[src/rtl/mmio_snapshot_master.sv]
// mmio_snapshot_master: copies frame count and player state into dmem each frame tick, then verifies it
module mmio_snapshot_master #(
    parameter logic [11:0] BASE_ADDR = 12'h800,
    parameter int          NUM_WORDS = 5
) (
    input  logic        clock,
    input  logic        reset,
    input  logic        frame_tick,
    input  logic        enable,
    input  logic [31:0] pos1,
    input  logic [31:0] pos2,
    input  logic [31:0] damage1,
    input  logic [31:0] damage2,
    input  logic        cpu_access,
    input  logic [12:0] cpu_address,
    input  logic [31:0] cpu_data_in,
    input  logic        cpu_wren,
    output logic [12:0] address,
    output logic [31:0] data_in,
    output logic        wren,
    input  logic [31:0] data_out,
    output logic        busy,
    output logic        done,
    output logic        mismatch,
    output logic [31:0] frame_count,
    output logic [7:0]  overrun_count
);
    localparam logic [2:0] IDLE  = 3'd0;
    localparam logic [2:0] LATCH = 3'd1;
    localparam logic [2:0] WRITE = 3'd2;
    localparam logic [2:0] READ  = 3'd3;
    localparam logic [2:0] CHECK = 3'd4;
    localparam logic [2:0] LAST  = 3'(NUM_WORDS - 1);

    logic [2:0]  state;
    logic [2:0]  idx;
    logic        pend;
    logic [31:0] snap [NUM_WORDS];
    logic        tick;
    logic        last;

    // the CPU owns the bus whenever it asks; otherwise the master drives its current word
    always_comb begin
        tick    = frame_tick & enable;
        last    = idx == LAST;
        busy    = state != IDLE;
        address = cpu_access ? cpu_address : {1'b0, BASE_ADDR + {9'd0, idx}};
        data_in = cpu_access ? cpu_data_in : snap[idx];
        wren    = cpu_access ? cpu_wren : state == WRITE;
    end

    // capture live values at LATCH; word 0 is the count this snapshot will publish
    always_ff @(posedge clock) begin
        if (state == LATCH) begin
            snap[0] <= frame_count + 32'd1;
            snap[1] <= pos1;
            snap[2] <= pos2;
            snap[3] <= damage1;
            snap[4] <= damage2;
        end
    end

    // sequencer: latch, write all words, read them back, then publish; bus phases freeze on CPU access
    always_ff @(posedge clock) begin
        if (reset) begin
            state         <= IDLE;
            idx           <= 3'd0;
            pend          <= 1'b0;
            mismatch      <= 1'b0;
            done          <= 1'b0;
            frame_count   <= 32'd0;
            overrun_count <= 8'd0;
        end else begin
            done <= 1'b0;
            if (tick && pend && overrun_count != 8'hff)
                overrun_count <= overrun_count + 8'd1;
            if (state == IDLE)
                pend <= 1'b0;
            else if (tick)
                pend <= 1'b1;
            case (state)
                IDLE: if (pend || tick) state <= LATCH;
                LATCH: begin
                    idx      <= 3'd0;
                    mismatch <= 1'b0;
                    state    <= WRITE;
                end
                WRITE: if (!cpu_access) begin
                    idx <= last ? 3'd0 : idx + 3'd1;
                    if (last) state <= READ;
                end
                READ: if (!cpu_access) begin
                    if (data_out != snap[idx]) mismatch <= 1'b1;
                    idx <= last ? 3'd0 : idx + 3'd1;
                    if (last) begin
                        state <= CHECK;
                        done  <= 1'b1;
                    end
                end
                CHECK: begin
                    frame_count <= snap[0];
                    state       <= IDLE;
                end
                default: state <= IDLE;
            endcase
        end
    end
endmodule
[config.mk]
export PLATFORM = sky130hd
export DESIGN_NAME = mmio_snapshot_master
export DESIGN_NICKNAME = d
export VERILOG_FILES = /design/src/rtl/mmio_snapshot_master.sv
export SDC_FILE = /design/constraint.sdc
export NUM_CORES = 1
export LEC_CHECK = 0
export BUFFER_PORTS_ARGS = -buffer_cell sky130_fd_sc_hd__buf_4
export CORE_ASPECT_RATIO = 1.2
export CORE_MARGIN = 3
export CORE_UTILIZATION = 46
export DETAILED_ROUTE_END_ITERATION = 16
export PLACE_DENSITY_LB_ADDON = 0.25
export SLEW_MARGIN = 20
export SYNTH_ARGS = -nofsm -noshare
export SYNTH_HDL_FRONTEND = slang
export SYNTH_SLANG_ARGS = --single-unit
[constraint.sdc]
create_clock -name clock -period 8.8 [get_ports clock]
set_input_delay 0.44 -clock clock [delete_from_list [all_inputs] [get_ports clock]]
set_output_delay 0.44 -clock clock [all_outputs]
set_load 0.005 [all_outputs]
==> metrics.yaml <==
outcome:
  outcome: "finished clean"
flow_run:
  drv_cap: 0
clock_network:
  cts_max_level: 1
  cts_root_buf: "clkbuf_16"
  cts_resized: 0
  ctsLongestPathBuffers: 3
  path_clk_slew_ns: 0.06
  cts-buffers-inserted: 22
  clock_latency_ns: 0.51
  cts_tree: "done"
  cts_sinks: 212
  cts.hold.buffers_added: 0
  post-cts-setup-buffers: 0
logic_synthesis:
  synth_ff_type: "edfxtp_1"
  synth_area_um2: 9460
  synthesis.nets: 922
  synth_top_area_frac: 0.508
  synth-async-reset-ratio: 0
  yosysUniqueCellTypes: 42
  ys_seq_area_frac: 0.618
  netlist_instances: 707
  synth_edf_count: 160
  synth_area_leaders: "edfxtp_1 51%, dfxtp_1 11%, mux4_2 6.0%, xnor2_1 4.4%, nand2_1 4.3%"
  synth_seq_cells: 212
  syn_area_per_cell_um2: 13.4
  yosys.area.top_type: "edfxtp_1"
  yosysWarningCount: 0
pwr:
  ir_worst_vdd_mv: 0.124
  cellLeakagePower_nw: 4.80
  p_per_area_nw_per_um2: 187
place:
  gp_congestion: 0.853
  dp_slack_ns: 5.87
  place_area_um2: 11900
  hpwl_mm: 19.2
  place.port_buffers: 299
setup_path:
  start_kind: "flop"
  rr_worst_depth: 4
  endpoint_kind: "output pin"
  slowest_delay_ns: 0.62
  path_delay_family: "multiplexers"
  rr_startpoint: "state[0]$_SDFFE_PP0P_"
  critPathRequiredTime_ns: 8.36
  crit_path_max_fanout: 20
  path_class: "flop to output pin"
  regToRegSetupSlack_ns: 5.89
  path_cells: "buf_4 -> mux4_2 -> mux2_2 -> mux2_2 -> buf_4"
  slowest_stage: "dfxtp_2"
  r2r-end: "snap[0][4]$_DFFE_PP_"
  cp_data_arrival_time_ns: 2.86
  crit_buf_inv: 2
timing:
  skew_ns: 0.0169
  setup_viol: 0
  hold_viol: 0
  fin_crit_sh: 0.374
  whs_ns: 0.108
  fin_crit_ns: 3.30
  max-slew-margin-rel: 0.295
  max_freq_ghz: 0.303
  worst_slack_ns: 5.50
  slew_violations: 0
  worst_pin_slew_ns: 1.06
  setup_tns_ns: 0
  rsz0062_at_grt: "no"
route:
  via_count: 6741
  drt_iter0_drc: 505
  via_per_inst: 5.26
  drc: 0
  wl_mm: 25.8
  routedWlPerCell_um: 20.2
  postRouteAntennaNets: 0
  firstDrtPassIters: 5
global_route:
  grt_pass1_wl_mm: 37.6
  grt_pass1_vias: 6772
  track_usage: 0.223
  grt_max_degree: 83
  grt-ovfl-total: 0
  antenna_found_initial: 0
floorplanning:
  io_pins: 300
  die_height_um: 163
  die_area_um2: 22300
  start_util: 0.475
  core_area_um2: 19900
  core.rowCount: 56
  die_w_um: 137
finish:
  post-route-util: 0.637
  drive_above_1_share: 0.387
  design_area_um2: 12700
  fillCellCount: 1529
  area_growth_pct: 34.1
  fin_nets: 1218
worst_hold_path:
  hold_path_startpoint: "damage2[28]"
  worstHoldPathType: "primary input to flop"
  min_to: "snap[4][28]$_DFFE_PP_"
  holdPathStages: 1
synthesized netlist by cell type, types with 2 or more instances:
cell and instances:
a2111oi_0 2, a21oi_1 39, a31oi_1 2, a41oi_1 2, and2_1 10, and3_1 8, and4_1 5, buf_1 7
buf_2 3, buf_6 2, clkbuf_1 19, dfxtp_1 52, edfxtp_1 160, ha_1 4, inv_1 8, mux2_2 21
mux2i_1 24, mux4_1 7, mux4_2 25, nand2_1 109, nand2b_1 6, nand3_1 15, nand4_1 7, nor2_1 30
nor3_1 3, nor4_1 9, o21ai_0 29, xnor2_1 47, xor2_1 39
placed cells by master, fill, tap and decap left out, types with 3 or more instances in the layout:
cell type  instances
nor3_1             3
bufinv_16          3
and3_1             8
nand3_1           15
buf_4            305
clkbuf_16         23
xor2_1            39
nand2b_1           6
dfxtp_1           49
mux4_2            25
mux2i_1           24
o21ai_0           29
clkbuf_1           3
edfxtp_1         160
mux4_1             7
a21oi_1           39
nor4_1             9
ha_1               4
xnor2_1           47
nand4_1            7
nand2_1          109
dfxtp_2            3
and4_1             5
mux2_2            21
inv_1              8
nor2_1            29
clkinv_2           6
and2_1            10
through the flow:
step                      instances  total power [mW]
after floorplan                 707              1.30
after detailed placement       1240              1.43
final                          1281              2.37
after global placement         1240              1.42
after CTS                      1280              2.39
after global routing           1280              2.46
how the worst max path moves through the flow:
stage,start,to,slack (ns),cells past startpoint
6_report,flop,data_in[16],5.50,5
3_3_place_gp,state[2]$_SDFFE_PP0P_,snap[1][4]$_DFFE_PP_,5.94,4
4_1_cts,flop,data_in[16],5.43,5
5_1_grt,flop,data_in[16],5.34,5
3_5_place_dp,state[2]$_SDFFE_PP0P_,snap[3][11]$_DFFE_PP_,5.87,4
2_1_floorplan,state[2]$_SDFFE_PP0P_,flop,0.54,6
layout make-up:
class	count	area [um^2]	area share
timing repair buffer	305	2290	0.181
clock buffer	28	614	0.0484
sequential	212	5850	0.461
multi-input combinational	454	3420	0.270
inverter	8	30.0	0.00237
clock inverter	12	145	0.0114
tap	261	327	0.0257
antenna	1	2.50	0.000197
cells by family (layout without fill, tap and decap cells):
kind of cell	after synthesis	count (layout)	share of synthesized area
XOR/XNOR	86	86	0.0797
multiplexers	77	77	0.129
flip-flops	212	212	0.618
AO/OA/AOI/OAI	79	79	0.0459
adder cells (fa/ha/maj)	4	4	0.00529
AND/OR/NAND/NOR	208	208	0.101
buffers and inverters	41	353	0.0204
other	0	1	0
power breakdown:
part           switching, mW  internal [mW]
registers             0.0236           1.14
clock network          0.382          0.584
logic                  0.111          0.134
layer usage:
layer	global-route usage	vias to the layer above	routed length, um
li1	-	3197	-
met1	0.294	3257	10300
met2	0.384	250	13200
met3	0.0382	37	1770
met4	0.0594	0	566
met5	0	-	0
state kept, by name, indices dropped and copies added (netlist names), named ones only:
name / count
snap: 160
overrun_count: 8
idx: 3
mismatch: 1
pend: 1
frame_count: 32
state: 3
done: 1
(Power assumes the default switching activity.)
